### src/rtl/wash_pkg.sv
// wash_pkg: constants shared by the wash sequencer and the display logic.
//   - wash_state_e : machine state codes (code 7 is illegal)
//   - STn_MSB/STn_LSB : bit positions of each stage field in the countdown word
//   - MSG_W        : width of the countdown word
//   - stage_lsb()  : LSB position of a stage field selected by index
package wash_pkg;

   localparam int MSG_W = 26;

   typedef enum logic [2:0] {
      shutDownST = 3'd0,
      beginST    = 3'd1,
      setST      = 3'd2,
      runST      = 3'd3,
      errorST    = 3'd4,
      pauseST    = 3'd5,
      finishST   = 3'd6,
      illegalST  = 3'd7
   } wash_state_e;

   localparam int ST7_MSB = 25;
   localparam int ST7_LSB = 23;
   localparam int ST6_MSB = 22;
   localparam int ST6_LSB = 19;
   localparam int ST5_MSB = 18;
   localparam int ST5_LSB = 16;
   localparam int ST4_MSB = 15;
   localparam int ST4_LSB = 13;
   localparam int ST3_MSB = 12;
   localparam int ST3_LSB = 10;
   localparam int ST2_MSB = 9;
   localparam int ST2_LSB = 6;
   localparam int ST1_MSB = 5;
   localparam int ST1_LSB = 3;
   localparam int ST0_MSB = 2;
   localparam int ST0_LSB = 0;

   function automatic logic [4:0] stage_lsb(input logic [2:0] idx);
      logic [4:0] lsb;
      case (idx)
         3'd7:    lsb = 5'(ST7_LSB);
         3'd6:    lsb = 5'(ST6_LSB);
         3'd5:    lsb = 5'(ST5_LSB);
         3'd4:    lsb = 5'(ST4_LSB);
         3'd3:    lsb = 5'(ST3_LSB);
         3'd2:    lsb = 5'(ST2_LSB);
         3'd1:    lsb = 5'(ST1_LSB);
         default: lsb = 5'(ST0_LSB);
      endcase
      return lsb;
   endfunction

endpackage

### src/rtl/stage_decrementer.sv
// stage_decrementer: combinational one-step countdown of the programme word.
// Ports:
//   word      in  26 : current countdown word
//   decWord   out 26 : word with the highest non-zero stage field decremented
//   fieldZero out 1  : the decremented field has become zero
//   allZero   out 1  : the whole decremented word is zero
module stage_decrementer
   import wash_pkg::*;
(
   input  logic [MSG_W-1:0] word,
   output logic [MSG_W-1:0] decWord,
   output logic             fieldZero,
   output logic             allZero
);

   logic [3:0] fld_s [8];
   logic [2:0] sel_s;
   logic       found_s;

   assign fld_s[7] = 4'(word[ST7_MSB:ST7_LSB]);
   assign fld_s[6] = 4'(word[ST6_MSB:ST6_LSB]);
   assign fld_s[5] = 4'(word[ST5_MSB:ST5_LSB]);
   assign fld_s[4] = 4'(word[ST4_MSB:ST4_LSB]);
   assign fld_s[3] = 4'(word[ST3_MSB:ST3_LSB]);
   assign fld_s[2] = 4'(word[ST2_MSB:ST2_LSB]);
   assign fld_s[1] = 4'(word[ST1_MSB:ST1_LSB]);
   assign fld_s[0] = 4'(word[ST0_MSB:ST0_LSB]);

   // Pick the highest-index non-zero field; later iterations override earlier ones.
   always_comb begin
      sel_s   = 3'd0;
      found_s = 1'b0;
      for (int i = 0; i < 8; i++) begin
         if (fld_s[i] != 4'd0) begin
            sel_s   = 3'(i);
            found_s = 1'b1;
         end else begin
            sel_s   = sel_s;
            found_s = found_s;
         end
      end
   end

   // Subtracting one at the field's LSB cannot borrow out of a non-zero field,
   // so this is exactly a decrement of that field at its own width.
   always_comb begin
      if (found_s) begin
         decWord   = word - (26'd1 << stage_lsb(sel_s));
         fieldZero = (fld_s[sel_s] == 4'd1);
      end else begin
         decWord   = word;
         fieldZero = 1'b0;
      end
      allZero = (decWord == 26'd0);
   end

endmodule

### src/rtl/wash_sequencer.sv
// wash_sequencer: washing-machine programme sequencer.
// Latches the programme, counts it down one stage field per tick, and handles
// pause, error interlock, finish alarm and power toggling.
// Ports:
//   cp, reset        : clock, synchronous active-high reset
//   tick             : 1 Hz one-cycle strobe
//   powerBtn, setBtn, startBtn, pauseBtn : one-cycle button pulses
//   errIn            : door open / water fault level
//   sourceData [26]  : programme from setup logic
//   state [3]        : machine state code
//   msg [26]         : remaining time per stage
//   buzzer           : high while in finish
//   stageDone        : one-cycle pulse when a stage field reaches zero
module wash_sequencer
   import wash_pkg::*;
#(
   parameter int unsigned FINISH_TICKS = 5
)(
   input  logic             cp,
   input  logic             reset,
   input  logic             tick,
   input  logic             powerBtn,
   input  logic             setBtn,
   input  logic             startBtn,
   input  logic             pauseBtn,
   input  logic             errIn,
   input  logic [MSG_W-1:0] sourceData,
   output logic [2:0]       state,
   output logic [MSG_W-1:0] msg,
   output logic             buzzer,
   output logic             stageDone
);

   localparam int CNT_W = $clog2(FINISH_TICKS + 1) < 1 ? 1 : $clog2(FINISH_TICKS + 1);

   wash_state_e      state_r, state_nx_s;
   logic [MSG_W-1:0] msg_r, msg_nx_s;
   logic [CNT_W-1:0] cnt_r, cnt_nx_s;
   logic             buzzer_r;
   logic             stage_done_r, stage_done_nx_s;

   logic [MSG_W-1:0] dec_word_s;
   logic             field_zero_s;
   logic             all_zero_s;

   stage_decrementer u_dec (
      .word      (msg_r),
      .decWord   (dec_word_s),
      .fieldZero (field_zero_s),
      .allZero   (all_zero_s)
   );

   // Next-state, countdown and buzzer-counter logic.
   always_comb begin
      state_nx_s      = state_r;
      msg_nx_s        = msg_r;
      cnt_nx_s        = cnt_r;
      stage_done_nx_s = 1'b0;
      if (powerBtn) begin
         // Power toggles between shutDown and begin; any other state powers off.
         state_nx_s = (state_r == shutDownST) ? beginST : shutDownST;
         msg_nx_s   = 26'd0;
         cnt_nx_s   = {CNT_W{1'b0}};
      end else begin
         case (state_r)
            shutDownST: state_nx_s = shutDownST;
            beginST: begin
               if (setBtn) state_nx_s = setST;
               else        state_nx_s = beginST;
            end
            setST: begin
               if (startBtn && (sourceData != 26'd0)) begin
                  state_nx_s = runST;
                  msg_nx_s   = sourceData;
               end else begin
                  state_nx_s = setST;
               end
            end
            runST: begin
               // errIn outranks pauseBtn outranks tick; a lost tick is dropped.
               if (errIn) begin
                  state_nx_s = errorST;
               end else if (pauseBtn) begin
                  state_nx_s = pauseST;
               end else if (tick) begin
                  msg_nx_s        = dec_word_s;
                  stage_done_nx_s = field_zero_s;
                  if (all_zero_s) begin
                     state_nx_s = finishST;
                     cnt_nx_s   = CNT_W'(FINISH_TICKS);
                  end else begin
                     state_nx_s = runST;
                  end
               end else begin
                  state_nx_s = runST;
               end
            end
            errorST: begin
               if (!errIn) state_nx_s = pauseST;
               else        state_nx_s = errorST;
            end
            pauseST: begin
               if (startBtn) state_nx_s = errIn ? errorST : runST;
               else          state_nx_s = pauseST;
            end
            finishST: begin
               if (tick) begin
                  // Counter values of 0 or 1 both end the alarm on this tick.
                  if (cnt_r <= CNT_W'(1)) begin
                     state_nx_s = beginST;
                     cnt_nx_s   = {CNT_W{1'b0}};
                  end else begin
                     state_nx_s = finishST;
                     cnt_nx_s   = cnt_r - CNT_W'(1);
                  end
               end else begin
                  state_nx_s = finishST;
               end
            end
            default: begin
               state_nx_s = shutDownST;
               msg_nx_s   = 26'd0;
               cnt_nx_s   = {CNT_W{1'b0}};
            end
         endcase
      end
   end

   // State, countdown word and registered outputs.
   always_ff @(posedge cp) begin
      if (reset) begin
         state_r      <= shutDownST;
         msg_r        <= 26'd0;
         cnt_r        <= {CNT_W{1'b0}};
         buzzer_r     <= 1'b0;
         stage_done_r <= 1'b0;
      end else begin
         state_r      <= state_nx_s;
         msg_r        <= msg_nx_s;
         cnt_r        <= cnt_nx_s;
         buzzer_r     <= (state_nx_s == finishST);
         stage_done_r <= stage_done_nx_s;
      end
   end

   assign state     = state_r;
   assign msg       = msg_r;
   assign buzzer    = buzzer_r;
   assign stageDone = stage_done_r;

endmodule

### config.mk
export PLATFORM = sky130hd
export DESIGN_NAME = wash_sequencer
export DESIGN_NICKNAME = d
export VERILOG_FILES = /design/src/rtl/wash_pkg.sv /design/src/rtl/stage_decrementer.sv /design/src/rtl/wash_sequencer.sv
export SDC_FILE = /design/constraint.sdc
export NUM_CORES = 1
export LEC_CHECK = 0
export ABC_AREA = 1
export BUFFER_PORTS_ARGS = -buffer_cell sky130_fd_sc_hd__buf_2
export CAP_MARGIN = 20
export CORE_MARGIN = 2
export CORE_UTILIZATION = 40
export DETAILED_ROUTE_END_ITERATION = 8
export PLACE_DENSITY = 0.56
export SLEW_MARGIN = 20
export SYNTH_ARGS = -nofsm -noshare
export SYNTH_HDL_FRONTEND = slang
export SYNTH_SLANG_ARGS = --single-unit
### constraint.sdc
create_clock -name cp -period 4.3 [get_ports cp]
set_clock_uncertainty 0.05 [all_clocks]
set_input_delay 0.215 -clock cp [delete_from_list [all_inputs] [get_ports cp]]
set_output_delay 0.215 -clock cp [all_outputs]
set_load 0.02 [all_outputs]
==> impl_metrics.py, run 1 <==
metrics = {
    "final_layout": {
        "number_of_antenna_cells_inserted": 0,
        "fill_cells": 1006,
        "fin_nets": 792,
        "layout_commonest_cell": "nand2_1",
        "register_area_um2": 681,
        "layout-drive-gt1-share": 0.146,
        "area_delta_synth_final_pct": 16.0,
        "most-common-layout-cells": "nand2_1 (180), inv_1 (96), nor2_1 (65), buf_2 (64)",
        "multi_input_comb_area_mm2": 0.00277,
    },
    "timing": {
        "slew-limit-headroom": 0.264,
        "hold_violations": 0,
        "fin_ws_ns": 0.407,
        "setup_viol": 0,
        "max_slew.worst_pin.slew_ns": 1.10,
        "tns_setup_ns": 0,
        "maxSlewViolCount": 0,
        "max_freq_ghz": 0.257,
        "rsz_0062_raised_after_global_routing": "no",
        "finalCritPeriodShare": 0.905,
        "final_period_minus_worst_setup_slack_ns": 3.89,
    },
    "cts": {
        "cts.hold.buffers_added": 0,
        "cts_bufs_inserted": 5,
        "cts.root.buffer_cell": "clkbuf_8",
        "tritoncts_clock_tree": "built",
        "post_cts.repair.setup_buffers": 0,
        "clock-sinks": 34,
        "post_cts_resize_count": 0,
        "clockBufferDepth": 2,
        "htree_levels": 2,
        "worst_setup_hold_path_clk_slew_ns": 0.09,
        "clkLatencyLatePin_ns": 0.30,
    },
    "critical_path": {
        "setup.worst_path.end_class": "flip-flop",
        "required_ns": 4.50,
        "critical_path_arrival_ns": 4.09,
        "worstSetupStartpointType": "flip-flop",
        "worst-setup-path-type": "reg -> reg",
        "critical_path.max_fanout": 5,
    },
    "min_path": {
        "hp-class": "in -> reg",
    },
    "detailed_routing": {
        "vias": 4708,
        "vias_per_cell": 5.46,
        "drtIter0Drc": 342,
        "routedWlPerCell_um": 17.6,
        "remaining_drc_errors": 0,
        "dr.pass1.iters": 5,
        "wirelength_um": 15200,
        "final_antenna_net_count": 0,
    },
    "floorplanning": {
        "fp.dieArea_mm2": 0.0104,
        "initial_cell_density_of_the_core": 0.415,
        "row_count": 35,
        "floorplan_die_width_um": 102,
        "die_height_um": 102,
        "core-area_mm2": 0.00928,
        "ios": 65,
    },
    "yosys": {
        "yosys_register_bits": 34,
        "synthArstFlopShare": 0,
        "synth.lib_cells_used.distinct": 41,
        "syn-cell-area_mm2": 0.00385,
        "synth_top_area_share": 0.177,
        "dominantRegCellSynth": "dfxtp_1",
        "synth_edf_count": 0,
        "synthDominantAreaCellType": "dfxtp_1",
        "synth.area.top_cells": "dfxtp_1 (18%), nand2_1 (18%), inv_1 (9.4%)",
        "yosysSeqAreaShare": 0.177,
        "synth_warnings": 0,
        "avgSynthCellArea_um2": 5.88,
        "netlist_instances": 655,
    },
    "placement": {
        "port_bufs": 64,
        "detailed_placer_s_ending_hpwl_um": 12500,
        "detailedPlace.worstSlack_ns": 0.0599,
        "gpl.final_weighted_congestion": 0.979,
    },
    "global_route": {
        "grt_pass1_vias": 4385,
        "antenna_violations_before_repair": 0,
        "grt_first_pass_wirelength_um": 23400,
        "globalRouteOverflowTotal": 0,
        "gr-usage-all-layers": 0.299,
        "grt_max_degree": 53,
    },
    "flow_run": {
        "max-cap-violations": 0,
    },
    "power_and_ir_drop": {
        "power_density_mw_per_mm2": 200,
        "peakVddDrop_mv": 0.106,
        "cellLeakagePower_nw": 2.44,
    },
    "outcome": {
        "outcome": "finished, final reports clean",
    },
}
## through the flow
stage	utilization	std cells	cell area (um^2)	power, mW	hold WS (ns)
5_1_grt	0.481	862	4470	0.934	0.0537
4_1_cts	0.480	862	4450	0.887	0.0443
3_5_place_dp	0.469	854	4350	0.604	0.365
3_3_place_gp	0.469	854	4350	0.606	0.363
6_report	0.481	862	4470	0.892	0.0464
2_1_floorplan	-	669	3900	0.519	0.234
## report_power, final
part	internal, mW	switching [mW]	leakage [nW]	total, mW
Sequential	0.317	0.00395	0.274	0.321
Clock	0.132	0.153	0.0478	0.286
Combinational	0.0863	0.198	2.12	0.284
Total	0.536	0.356	2.44	0.892
## worst paths after layout
kind / startpoint / slack (ns) / to / depth (start not counted)
setup / recovery: msg[17]$_SDFFE_PP0P_ / 0.41 / buzzer$_SDFF_PP0_ / 25
hold / removal: reset / 0.05 / state[0]$_SDFF_PP0_ / 2
setup reg to reg: msg[17]$_SDFFE_PP0P_ / 0.41 / buzzer$_SDFF_PP0_ / 25
hold reg to reg: cnt_r[2]$_SDFFE_PP0P_ / 0.44 / cnt_r[2]$_SDFFE_PP0P_ / 2
## area by class of cell
type	instances	share of cell area
clock inverters	2	0.00364
well taps	129	0.0361
clock buffers	6	0.0185
flip-flops and latches	34	0.152
inverters	99	0.0832
repair buffers	73	0.0869
multi-input cells	519	0.619
## state kept, by name (all words and copies together) (netlist names)
signal and flops:
msg 26, cnt_r 3, stageDone 1, buzzer 1, state 3
## synth_stat cells, types with 4 or more instances
library cell and n:
nor4_1 7, o21ai_0 15, nand2_1 180, nor2_2 4, dfxtp_1 34, a221oi_1 20
inv_1 96, a211oi_1 9, ha_1 25, nor3_1 9, o21ai_1 4, a21oi_1 54
xor2_1 8, nand3_1 53, nand3b_1 4, nand4_1 18, nor2_1 67, nor2_4 5
clkbuf_1 9
## logic make-up (layout without fill, tap and decap cells)
group | after synthesis | after routing | synth area share
flops | 34 | 34 | 0.177
fa+ha+maj | 26 | 26 | 0.0865
xor+xnor | 9 | 9 | 0.0205
simple gates | 358 | 358 | 0.415
other cells | 1 | 15 | 0.000974
buf+inv | 116 | 180 | 0.122
compound gates | 111 | 111 | 0.178
## layer usage
layer / part of all wire / global-route usage / up-vias
met5: 0 / 0 / -
met4: 0.024 / 0.0821 / 0
met3: 0.074 / 0.0581 / 25
met2: 0.45 / 0.478 / 191
met1: 0.45 / 0.412 / 2179
li1: - / - / 2313
## worst max-delay path, cell delays in order (launching register included)
cell,delay [ns]
dfxtp_1,0.37
nor2_2,0.22
nand2_1,0.14
nor2_4,0.11
inv_1,0.08
o21ai_1,0.21
inv_1,0.14
nor2_4,0.20
nand2_1,0.13
ha_1,0.33
nand2_1,0.10
inv_1,0.07
nand2_1,0.10
nand2_1,0.06
nand2_1,0.06
nand3_1,0.13
or2_2,0.30
nand3_1,0.17
nand2_1,0.10
nor2_1,0.11
nand3_1,0.14
nor3_1,0.19
o21ai_1,0.08
nand2_1,0.09
nand2_1,0.08
nor2_2,0.08
Note: power is estimated with default switching activity, not from simulation.
==> inputs of run 2 (changes only) <==
CORE_UTILIZATION = 58   (was 40)
PLACE_DENSITY = 0.78   (was 0.56)
==> impl_metrics.py, run 2 (synthesized netlist as in run 1, its figures left out) <==
metrics = {
    "timing": {
        "fin_ws_ns": 0.303,
        "finalHoldWorstSlack_ns": 0.0569,
        "hold_violations": 0,
        "slew-limit-headroom": 0.262,
        "finalCritPeriodShare": 0.930,
        "max_slew.worst_pin.slew_ns": 1.11,
        "final_period_minus_worst_setup_slack_ns": 4.00,
        "max_freq_ghz": 0.250,
        "maxSlewViolCount": 0,
        "setup_viol": 0,
    },
    "global_route": {
        "grt_first_pass_wirelength_um": 22300,
        "grt_max_degree": 42,
        "globalRouteOverflowTotal": 0,
        "gr-usage-all-layers": 0.387,
        "antenna_violations_before_repair": 0,
        "grt_pass1_vias": 4485,
    },
    "critical_path": {
        "crit_top_cell": "nand2_1",
        "required_ns": 4.48,
        "startpoint": "msg[11]$_SDFFE_PP0P_",
        "critical-path-slowest-cell": "fa_1",
        "worstReg2RegStart": "msg[11]$_SDFFE_PP0P_",
        "setup.worst_path.end_class": "flip-flop",
        "critical_path.max_fanout": 4,
        "timing.critical_path.buf_inv": 2,
        "worst-setup-path-type": "reg -> reg",
        "critical_path_arrival_ns": 4.18,
        "cp_slowest_stage_delay_ns": 0.42,
        "worstSetupStartpointType": "flip-flop",
        "critPathTopFamily": "simple AND/OR/NAND/NOR gates",
    },
    "placement": {
        "gpl.final_weighted_congestion": 1.01,
        "port_bufs": 64,
        "detailedPlace.worstSlack_ns": 0.255,
        "detailed_placer_s_ending_hpwl_um": 11300,
    },
    "final_layout": {
        "layout_commonest_cell": "nand2_1",
        "layout-drive-gt1-share": 0.147,
        "number_of_antenna_cells_inserted": 0,
        "area_delta_synth_final_pct": 14.0,
        "largest_reg_flops": 26,
        "fin_nets": 789,
        "most-common-layout-cells": "nand2_1 (179), inv_1 (96), nor2_1 (65), buf_2 (64), a21oi_1 (54)",
    },
    "cts": {
        "clock-sinks": 34,
        "cts_bufs_inserted": 5,
        "htree_levels": 2,
        "tritoncts_clock_tree": "built",
        "clkLatencyLatePin_ns": 0.29,
        "clockBufferDepth": 2,
        "worst_setup_hold_path_clk_slew_ns": 0.08,
        "cts.hold.buffers_added": 0,
        "cts.root.buffer_cell": "clkbuf_8",
    },
    "min_path": {
        "hp-class": "in -> reg",
        "hp-start": "reset",
    },
    "flow_run": {
        "max-cap-violations": 0,
    },
    "power_and_ir_drop": {
        "cellLeakagePower_nw": 2.44,
        "peakVddDrop_mv": 0.158,
        "power_density_mw_per_mm2": 200,
        "power.total_mw": 0.878,
    },
    "floorplanning": {
        "core-area_mm2": 0.00639,
        "floorplan_die_width_um": 85.5,
        "row_count": 29,
        "ios": 65,
        "fp.dieArea_mm2": 0.00730,
        "initial_cell_density_of_the_core": 0.603,
        "die_height_um": 85.5,
    },
    "detailed_routing": {
        "dr.pass1.iters": 6,
        "wirelength_um": 14200,
        "remaining_drc_errors": 0,
        "final_antenna_net_count": 0,
        "vias": 4874,
        "drtIter0Drc": 517,
        "routedWlPerCell_um": 17.7,
        "vias_per_cell": 6.04,
    },
    "outcome": {
        "outcome": "finished, final reports clean",
    },
}
## run 2: where the power goes
part           leakage, nW  total (mW)  switching (mW)  internal [mW]
registers            0.274       0.321         0.00394          0.317
clock network       0.0472       0.269           0.139          0.129
logic                 2.12       0.288           0.200         0.0885
## run 2: cell type report
type | instances | area, um^2
Timing Repair Buffer | 70 | 365
Clock inverter | 2 | 12.5
Sequential cell | 34 | 681
Inverter | 99 | 372
Tap cell | 77 | 96.3
Multi-Input combinational cell | 519 | 2780
Fill cell | 620 | 2000
Clock buffer | 6 | 82.6
## run 2: timing repair
item / 4_1_cts / 5_1_grt
setup endpoints to repair: 0 / 6
gates resized for setup: 0 / 9
setup buffers: 0 / 2
## run 2: per-stage QoR
stage               setup TNS, ns  cell area (um^2)  cells  utilization
floorplan                       0              3900    669            -
global placement                0              4250    797        0.666
detailed placement              0              4250    797        0.666
CTS                             0              4350    805        0.680
global route               -0.115              4390    807        0.687
finish                          0              4390    807        0.687
## run 2: path summary, 6_finish.rpt
path                           end  slack [ns]  cells past startpoint
max              buzzer$_SDFF_PP0_        0.30                     25
min            state[0]$_SDFF_PP0_        0.06                      2
max reg2reg      buzzer$_SDFF_PP0_        0.30                     25
min reg2reg  cnt_r[2]$_SDFFE_PP0P_        0.45                      2
## run 2: worst reg2reg max path: stages (launching register included)
cell	delay (ns)
dfxtp_1	0.36
nor2_4	0.19
nand2_1	0.14
a31oi_2	0.21
o21bai_2	0.12
nor2_2	0.18
inv_1	0.08
nor2_1	0.11
ha_1	0.18
inv_1	0.09
fa_1	0.42
nand3_1	0.15
nand3_2	0.15
nand2_1	0.09
nand2_1	0.11
nand2_1	0.11
nand3b_1	0.10
nand3_1	0.11
nand2_1	0.06
nor2_1	0.15
nand3_1	0.19
nor3_1	0.23
o21ai_1	0.09
nand2_1	0.08
nand2_1	0.08
nor2_2	0.08
## run 2: routing by layer
metal,global-route usage,routed length [um]
met1,0.524,5690
met2,0.625,6390
met3,0.0642,1640
met4,0.124,532
met5,0,0
